`src/rtl/sr_latch_bank_if.sv`:
```
// ============================================================================
// Module      : sr_latch_bank_if
// Description : Channel bus of the SR latch bank: raw set/reset lines in,
//               clean latch state, error and change flags out.
// Revision    : 1.0
// ============================================================================
`default_nettype none

interface sr_latch_bank_if #(
  parameter int WIDTH = 8
);
  logic [WIDTH-1:0] sbar;
  logic [WIDTH-1:0] rbar;
  logic             clr_err;
  logic [WIDTH-1:0] q;
  logic [WIDTH-1:0] qbar;
  logic [WIDTH-1:0] err;
  logic [WIDTH-1:0] chg;

  modport master (
    output sbar, rbar, clr_err,
    input  q, qbar, err, chg
  );

  modport slave (
    input  sbar, rbar, clr_err,
    output q, qbar, err, chg
  );
endinterface

`default_nettype wire

```
`src/rtl/sr_latch_bank.sv`:
```
// ============================================================================
// Module      : sr_latch_bank
// Description : Bank of synchronised, debounced set/reset latches with
//               configurable both-active resolution and sticky error flags.
// Revision    : 1.0
// ============================================================================
`default_nettype none

module sr_latch_bank #(
  parameter int WIDTH  = 8,
  parameter int FILTER = 2,
  parameter int MODE   = 0,
  parameter int INIT   = 0
) (
  input  logic                clk,
  input  logic                rst_n,
  sr_latch_bank_if.slave      bus
);

  localparam int                 c_CNT_W = $clog2(FILTER + 1);
  localparam logic [c_CNT_W-1:0] c_FILT  = c_CNT_W'(FILTER);
  localparam logic [c_CNT_W-1:0] c_LAST  = c_CNT_W'(FILTER - 1);

  logic [WIDTH-1:0] w_q;
  logic [WIDTH-1:0] w_err;
  logic [WIDTH-1:0] w_chg;

  for (genvar i = 0; i < WIDTH; i++) begin : g_ch
    logic [1:0]         w_raw;
    logic [1:0]         r_sync1;
    logic [1:0]         r_sync2;
    logic [1:0]         r_cand;
    logic [c_CNT_W-1:0] r_cnt;
    logic               r_qual;
    logic [1:0]         r_cmd;
    logic               r_q;
    logic               r_err;
    logic               r_chg;
    logic               w_new;
    logic               w_fire;
    logic               w_q_nxt;
    logic               w_err_set;

    // Command encoding is {set, reset}, both active-high.
    assign w_raw = {~bus.sbar[i], ~bus.rbar[i]};

    always_comb begin
      w_new  = (r_sync2 != r_cand);
      w_fire = w_new ? (FILTER == 1) : (r_cnt == c_LAST);
    end

    always_comb begin
      w_q_nxt   = r_q;
      w_err_set = 1'b0;
      if (r_qual) begin
        case (r_cmd)
          2'b10: w_q_nxt = 1'b1;
          2'b01: w_q_nxt = 1'b0;
          2'b11: begin
            w_err_set = 1'b1;
            case (MODE)
              0:       w_q_nxt = 1'b1;
              1:       w_q_nxt = 1'b0;
              3:       w_q_nxt = ~r_q;
              default: w_q_nxt = r_q;
            endcase
          end
          default: w_q_nxt = r_q;
        endcase
      end
    end

    always_ff @(posedge clk or negedge rst_n) begin
      if (!rst_n) begin
        r_sync1 <= 2'b00;
        r_sync2 <= 2'b00;
        r_cand  <= 2'b00;
        r_cnt   <= c_FILT;
        r_qual  <= 1'b0;
        r_cmd   <= 2'b00;
        r_q     <= 1'(INIT);
        r_err   <= 1'b0;
        r_chg   <= 1'b0;
      end else begin
        r_sync1 <= w_raw;
        r_sync2 <= r_sync1;
        if (w_new) begin
          r_cand <= r_sync2;
          r_cnt  <= c_CNT_W'(1);
        end else if (r_cnt < c_FILT) begin
          r_cnt <= r_cnt + 1'b1;
        end
        // The qualified command is applied one edge later, giving k+FILTER+2.
        r_qual <= w_fire;
        r_cmd  <= r_sync2;
        r_q    <= w_q_nxt;
        r_chg  <= (w_q_nxt != r_q);
        r_err  <= w_err_set | (r_err & ~bus.clr_err);
      end
    end

    assign w_q[i]   = r_q;
    assign w_err[i] = r_err;
    assign w_chg[i] = r_chg;
  end

  assign bus.q    = w_q;
  assign bus.qbar = ~w_q;
  assign bus.err  = w_err;
  assign bus.chg  = w_chg;

endmodule

`default_nettype wire

```
`src/flat_wrapper.sv`:
```
// flat-port wrapper written by rule: the top's interface ports become plain ports
module sr_latch_bank_flat 
#(
  parameter int WIDTH  = 8,
  parameter int FILTER = 2,
  parameter int MODE   = 0,
  parameter int INIT   = 0
)
  (clk, rst_n, bus_sbar, bus_rbar, bus_clr_err, bus_q, bus_qbar, bus_err, bus_chg);
  sr_latch_bank_if #(.WIDTH(WIDTH)) bus_i ();
  input  logic clk;
  input  logic rst_n;
  input wire logic [$bits(bus_i.sbar)-1:0] bus_sbar;
  input wire logic [$bits(bus_i.rbar)-1:0] bus_rbar;
  input wire logic [$bits(bus_i.clr_err)-1:0] bus_clr_err;
  output wire logic [$bits(bus_i.q)-1:0] bus_q;
  output wire logic [$bits(bus_i.qbar)-1:0] bus_qbar;
  output wire logic [$bits(bus_i.err)-1:0] bus_err;
  output wire logic [$bits(bus_i.chg)-1:0] bus_chg;
  assign bus_i.sbar = bus_sbar;
  assign bus_i.rbar = bus_rbar;
  assign bus_i.clr_err = bus_clr_err;
  assign bus_q = bus_i.q;
  assign bus_qbar = bus_i.qbar;
  assign bus_err = bus_i.err;
  assign bus_chg = bus_i.chg;
  sr_latch_bank #(.WIDTH(WIDTH), .FILTER(FILTER), .MODE(MODE), .INIT(INIT)) u_core (.clk(clk), .rst_n(rst_n), .bus(bus_i));
endmodule
```
`config.mk`:
```
export PLATFORM = sky130hd
export DESIGN_NAME = sr_latch_bank_flat
export DESIGN_NICKNAME = d
export VERILOG_FILES = /design/src/rtl/sr_latch_bank_if.sv /design/src/rtl/sr_latch_bank.sv /design/src/flat_wrapper.sv
export SDC_FILE = /design/constraint.sdc
export NUM_CORES = 1
export LEC_CHECK = 0
export ABC_AREA = 1
export BUFFER_PORTS_ARGS = -buffer_cell sky130_fd_sc_hd__buf_2
export CELL_PAD_IN_SITES_DETAIL_PLACEMENT = 1
export CELL_PAD_IN_SITES_GLOBAL_PLACEMENT = 2
export CORE_AREA = 2 2 96 136
export CTS_CLUSTER_SIZE = 28
export DETAILED_ROUTE_END_ITERATION = 16
export DIE_AREA = 0 0 98 138
export PLACE_DENSITY_LB_ADDON = 0.3
export SETUP_SLACK_MARGIN = 0.4
export SYNTH_ARGS = -nofsm -noshare
export SYNTH_HDL_FRONTEND = slang
export SYNTH_SLANG_ARGS = --single-unit
```
`constraint.sdc`:
```
create_clock -name clk -period 1.8 [get_ports clk]
set_clock_uncertainty 0.2 [all_clocks]
set_input_delay 0.09 -clock clk [delete_from_list [all_inputs] [get_ports clk]]
set_output_delay 0.09 -clock clk [all_outputs]
set_load 0.01 [all_outputs]
```
==> run metrics, run 1 <==
outcome=finished, final reports clean; Clock transition at path regs=0.07 ns; final slew viol count=0; num rows=49; Max FO, Critical Path=3; CTS tree=yes; slowest cell on the critical path=dfstp_2; # Max-Cap Violations=0; # nets final=486; overall power=0.00551 W; Post-Synthesis Cell Area=4230 um2; Syn Inst Count=418; Initial DRC Count=62; drt wl/cell=11.2 um; Leak=2.68 nW; Post-CTS Resized=0; fmax=752 MHz; final setup fails=0; Slew HR=74.0%; die width=98 um; Final period util=73.8%; PortBufs=50; synth unique cells=14; HP Class=in -> async; CTS H-tree lvls=3; Peak VDD IR=0.000442 V; dpl hpwl=4790 um; critical-path cell list=inv_1 > ha_1 > inv_1 > nor2_1 > nor2_1; core area=12400 um2; cell taking the most area after synthesis=dfrtp_1; Critical Path AT=1.41 ns; max incr delay on CP=0.55 ns; Worst setup SP type=flip-flop; largest net degree at the start of global routing=52; vias per inst=4.19; Crit path required time=1.88 ns; final non-filler cell area=4950 um2; # diodes=0; Post-synth EDFFs=0; I/O pin cnt=51; fraction of registers with async set/reset=100%; Fin. Hold Viols=0; sequential area share after synthesis=66.5%; Setup CP Type=reg -> reg; number of global-route vias before repair=2816; drt pass-1 iters=4; Worst Tran Pin Value=0.389 ns; Final Critical Period=1.33 ns; CTS Sinks=112; Yosys Warn Count=0; initial antenna violation count=0; layout cells sized above 1=17.7%; antenna viol nets, final=0; Mean Syn Cell Area=10.1 um2; Synth Flop Type=dfrtp_1; global-route wire length before repair=12300 um; Die Y=138 um; CP endpoint kind=flip-flop; Tot GR Track Use=11.3%; CTS Buf Count=9; hold buffer count at CTS=18; Setup Buffers After CTS=0; Synth top area share=61.5%; R2R Setup Slk=0.47 ns; Post-Route Utilization=39.8%; Post-synth top cells=104 x dfrtp_1, 98 x inv_1, 78 x nand2_1; P per Cell Area=1110 nW/um2; setup TNS=0 ns; clk root buf=clkbuf_16; Area contributors post-synth=dfrtp_1 62%, inv_1 8.7%, nand2_1 6.9%, dfstp_2 5.0%, buf_4 4.3%; clk_lat worst skew=0.34 ns; # DRC=0; Synth Net Count=445; placed cell areas=4470 um2; most common cell in the netlist=dfrtp_1; deepest clock path buffer count=2; via count=2587; die area=13500 um2; RSZ-0062 raised after global routing=false; Final Wtd Congestion=0.654; Syn-to-layout area delta=17.1%; Post-Route WL=6940 um; grt ovf=0; Initial Util=34.0%; FF+latch count, synth=112
## cell families after synthesis
kind of cell	synth area share, %
AO/OA/AOI/OAI	2.13
buffers and inverters	14.4
AND/OR/NAND/NOR	13.4
XOR/XNOR	1.24
flip-flops	66.5
adder cells (fa/ha/maj)	2.37
## where the power goes
group / leakage [nW] / switching, W / internal [W]
clock: 0.139 / 0.000879 / 0.00112
sequential: 1.32 / 0.000131 / 0.00273
combinational: 1.22 / 0.000379 / 0.000266
## per-layer routing
layer	vias to the layer above	wire [um]	global-route usage [%]
met5	-	0	0
met4	0	173	6.14
met3	12	237	2.33
met2	38	3700	20.2
met1	1276	2820	12.4
li1	1261	-	-
## layout by cell type, fill, tap and decap left out
master and n:
a21oi_1 4, buf_12 2, buf_2 49, buf_4 1
bufinv_16 1, clkbuf_1 2, clkbuf_16 9, clkbuf_8 1
clkinv_4 1, clkinvlp_4 2, dfrtp_1 104, dfstp_2 8
dlygate4sd3_1 18, ha_1 8, inv_1 98, nand2_1 78
nand2_2 8, nand3_1 24, nor2_1 24, nor2b_1 2
o21ai_0 14, xor2_1 6
## worst max-delay path, delay by kind of cell (launching register included)
family | cells | cell delay (ns)
adder cells (fa/ha/maj) | 1 | 0.28
buffers and inverters | 2 | 0.11
flip-flops | 1 | 0.55
AND/OR/NAND/NOR | 2 | 0.13
## cell type report
| type | instances | area [um2] |
|---|---|---|
| inverters | 98 | 368 |
| fillers | 1415 | 7490 |
| well taps | 153 | 191 |
| repair buffers | 70 | 473 |
| flip-flops and latches | 112 | 2810 |
| clock buffers | 12 | 246 |
| clock inverters | 4 | 53.8 |
| multi-input cells | 168 | 808 |
## flip-flops by register name, indices dropped and copies added (netlist names)
signal	cells
u_core.g_ch.r_cand	16
u_core.g_ch.r_chg	8
u_core.g_ch.r_sync1	16
u_core.g_ch.r_sync2	16
u_core.g_ch.r_qual	8
u_core.g_ch.r_err	8
u_core.g_ch.r_cmd	16
u_core.g_ch.r_cnt	16
u_core.g_ch.r_q	8
## path summary, 6_finish.rpt
path                                      startpoint                   endpoint  cells after the start
hold reg to reg            u_core.g_ch[3].r_sync1[0]  u_core.g_ch[3].r_sync2[0]                      0
min in group clk           u_core.g_ch[3].r_sync1[0]  u_core.g_ch[3].r_sync2[0]                      0
hold / removal                                 rst_n         u_core.g_ch[4].r_q                      2
setup reg to reg             u_core.g_ch[3].r_cnt[1]    u_core.g_ch[3].r_cnt[1]                      5
max in group asynchronous                      rst_n    u_core.g_ch[2].r_cnt[1]                      3
setup / recovery             u_core.g_ch[3].r_cnt[1]    u_core.g_ch[3].r_cnt[1]                      5
## stage by stage
step                cells  hold WS [ns]  setup WS [ns]
floorplan             418        -0.406          0.558
global placement      583        -0.159          0.524
detailed placement    583        -0.155          0.480
CTS                   617        0.0113          0.449
global route          617        0.0411          0.414
finish                617        0.0115          0.471
No activity file was read; power rests on OpenSTA's default activity.
==> run 2: changes to the inputs <==
--- a/config.mk
+++ b/config.mk
@@ -9,10 +9,10 @@
 export BUFFER_PORTS_ARGS = -buffer_cell sky130_fd_sc_hd__buf_2
 export CELL_PAD_IN_SITES_DETAIL_PLACEMENT = 1
 export CELL_PAD_IN_SITES_GLOBAL_PLACEMENT = 2
-export CORE_AREA = 2 2 96 136
+export CORE_AREA = 2 2 99 139
 export CTS_CLUSTER_SIZE = 28
 export DETAILED_ROUTE_END_ITERATION = 16
-export DIE_AREA = 0 0 98 138
+export DIE_AREA = 0 0 101 141
 export PLACE_DENSITY_LB_ADDON = 0.3
 export SETUP_SLACK_MARGIN = 0.4
 export SYNTH_ARGS = -nofsm -noshare
==> constraint.sdc (replaced) <==
create_clock -name clk -period 1.1 [get_ports clk]
set_clock_uncertainty 0.2 [all_clocks]
set_input_delay 0.055 -clock clk [delete_from_list [all_inputs] [get_ports clk]]
set_output_delay 0.055 -clock clk [all_outputs]
set_load 0.01 [all_outputs]
==> run metrics, run 2 (synthesis gave the netlist of run 1 again) <==
failing checks=negative hold slack, negative setup slack; P per Cell Area=1750 nW/um2 (was 1110 nW/um2); Worst Slack Setup Final=-0.166 ns (was 0.471 ns); Initial Util=32.2% (was 34.0%); setup TNS=-3.55 ns (was 0 ns); met2 track demand over resource=19.9% (was 20.2%); Tot GR Track Use=11.9% (was 11.3%); CTS Sinks=112 (unchanged); clk root buf=clkbuf_16 (unchanged); vias per inst=4.23 (was 4.19); # diodes=0 (unchanged); final setup fails=51 (was 0); outcome=complete, but fails checks (was finished, final reports clean); clock share of power=32.9% (was 36.3%); Max FO, Critical Path=2 (was 3); Post-Route WL=7710 um (was 6940 um); Die Y=141 um (was 138 um); HP Class=in -> async (unchanged); Crit path required time=1.19 ns (was 1.88 ns); final slew viol count=0 (unchanged); CTS tree=yes (unchanged); placed cell areas=4670 um2 (was 4470 um2); met1 GRT Util=13.7% (was 12.4%); Combinational Power Share=20.2% (was 11.7%); Clock transition at path regs=0.07 ns (about the same); Worst setup SP type=flip-flop (unchanged); Sw Pwr=0.00259 W (was 0.00139 W); Hold Slack=-0.503 ns (was 0.0115 ns); die width=101 um (was 98 um); largest net degree at the start of global routing=66 (was 52); PortBufs=50 (unchanged); final non-filler cell area=5760 um2 (was 4950 um2); Peak VDD IR=0.000706 V (was 0.000442 V); Final Wtd Congestion=0.713 (was 0.654); I/O pin cnt=51 (unchanged); # Max-Cap Violations=0 (unchanged); # DRC=0 (unchanged); deepest clock path buffer count=2 (unchanged); # nets final=535 (was 486); Setup CP Type=reg -> reg (unchanged); most common cell after layout, fill and taps aside=dfrtp_1 (unchanged); hold buffer count at CTS=16 (was 18); initial antenna violation count=0 (unchanged); P_int=0.00751 W (was 0.00412 W); Final Critical Period=1.27 ns (was 1.33 ns); Leak=2.97 nW (was 2.68 nW); Post-Route Utilization=43.9% (was 39.8%); Final period util=115% (was 73.8%); core area=13100 um2 (was 12400 um2); Fillers=1444 (was 1415); Initial DRC Count=96 (was 62); CTS H-tree lvls=3 (unchanged); Critical Path AT=1.35 ns (was 1.41 ns); Reg power frac=46.9% (was 52.0%); most frequent cells in the layout=102 x dfrtp_1, 67 x nand2_1, 59 x inv_1, 39 x inv_2, 39 x buf_2 (was 104 x dfrtp_1, 98 x inv_1, 78 x nand2_1, 49 x buf_2); global-route wire length before repair=13100 um (was 12300 um); gr busiest metal=met2 (unchanged); number of global-route vias before repair=2965 (was 2816); die area=14200 um2 (was 13500 um2); drt pass-1 iters=3 (was 4); Fin. Hold Viols=120 (was 0); CP endpoint kind=flip-flop (unchanged); num rows=50 (was 49); antenna viol nets, final=0 (unchanged); dpl hpwl=4750 um (was 4790 um); Slew HR=75.9% (was 74.0%); drt wl/cell=11.5 um (was 11.2 um); Worst Tran Pin Value=0.361 ns (was 0.389 ns); layout cells sized above 1=44.2% (was 17.7%); grt met3 use=2.78% (was 2.33%); via count=2830 (was 2587); fmax=790 MHz (was 752 MHz); CTS Buf Count=9 (unchanged); clk_lat worst skew=0.35 ns (was 0.34 ns); switching share of power=25.6% (was 25.2%); grt ovf=0 (unchanged); RSZ-0062 raised after global routing=true (was false); Syn-to-layout area delta=36.3% (was 17.1%)
==> run 2: power groups by stage <==
stage / Clock, W / Sequential, W / Combinational, W
floorplan: 0 / 0.00480 / 0.000947
global placement: 0 / 0.00479 / 0.00112
detailed placement: 0 / 0.00482 / 0.00117
CTS: 0.00348 / 0.00473 / 0.00177
global route: 0.00361 / 0.00478 / 0.00227
finish: 0.00332 / 0.00474 / 0.00204
==> run 2: path summary, 6_finish.rpt <==
path	start	end	slack (ns)	depth (start not counted)
worst max-delay path	u_core.g_ch[4].r_cnt[1]	u_core.g_ch[4].r_cnt[1]	-0.17	5
worst min-delay path	rst_n	u_core.g_ch[4].r_sync1[0]	-0.50	2
worst max register to register	u_core.g_ch[4].r_cnt[1]	u_core.g_ch[4].r_cnt[1]	-0.17	5
worst min register to register	u_core.g_ch[5].r_sync1[0]	u_core.g_ch[5].r_sync2[0]	0.14	0
max in group asynchronous	rst_n	u_core.g_ch[5].r_cnt[1]	0.84	2
min in group clk	bus_clr_err	u_core.g_ch[4].r_err	-0.12	2
==> run 2: critical path, stage by stage, from the launching register on <==
cell and delay [ns]:
dfstp_2 0.54, inv_2 0.05, ha_4 0.25, inv_2 0.03, nor2_2 0.08, nor2_1 0.05
==> run 2: through the flow <==
stage / total power [W] / hold slack (ns) / std cells / setup slack [ns]
finish: 0.0101 / -0.503 / 669 / -0.166
global route: 0.0107 / -0.490 / 669 / -0.210
global placement: 0.00592 / -0.123 / 594 / -0.119
detailed placement: 0.00599 / -0.120 / 594 / -0.161
CTS: 0.00998 / -0.504 / 647 / -0.179
floorplan: 0.00574 / -0.441 / 418 / -0.123
==> run 2: area by class of cell <==
| type | instances | area, um2 | area share [%] |
|---|---|---|---|
| inverters | 98 | 368 | 6.38 |
| multi-input cells | 168 | 1080 | 18.8 |
| repair buffers | 119 | 1000 | 17.4 |
| clock buffers | 14 | 264 | 4.58 |
| well taps | 156 | 195 | 3.39 |
| flip-flops and latches | 112 | 2820 | 48.8 |
| clock inverters | 2 | 37.5 | 0.651 |
==> run 2: repair_timing <==
| item | CTS | global route |
|---|---|---|
| pin swaps | 10 | 22 |
| setup endpoints to repair | 112 | 112 |
| resized for setup | 45 | 43 |
| buffers inserted | 21 | 22 |
| endpoints found under the hold margin | 136 | 120 |
==> run 2: routing by layer <==
layer	part of all wire, %	wire, um
met3	3.0	232
met2	54	4150
met1	40	3110
met4	2.8	214
met5	0	0
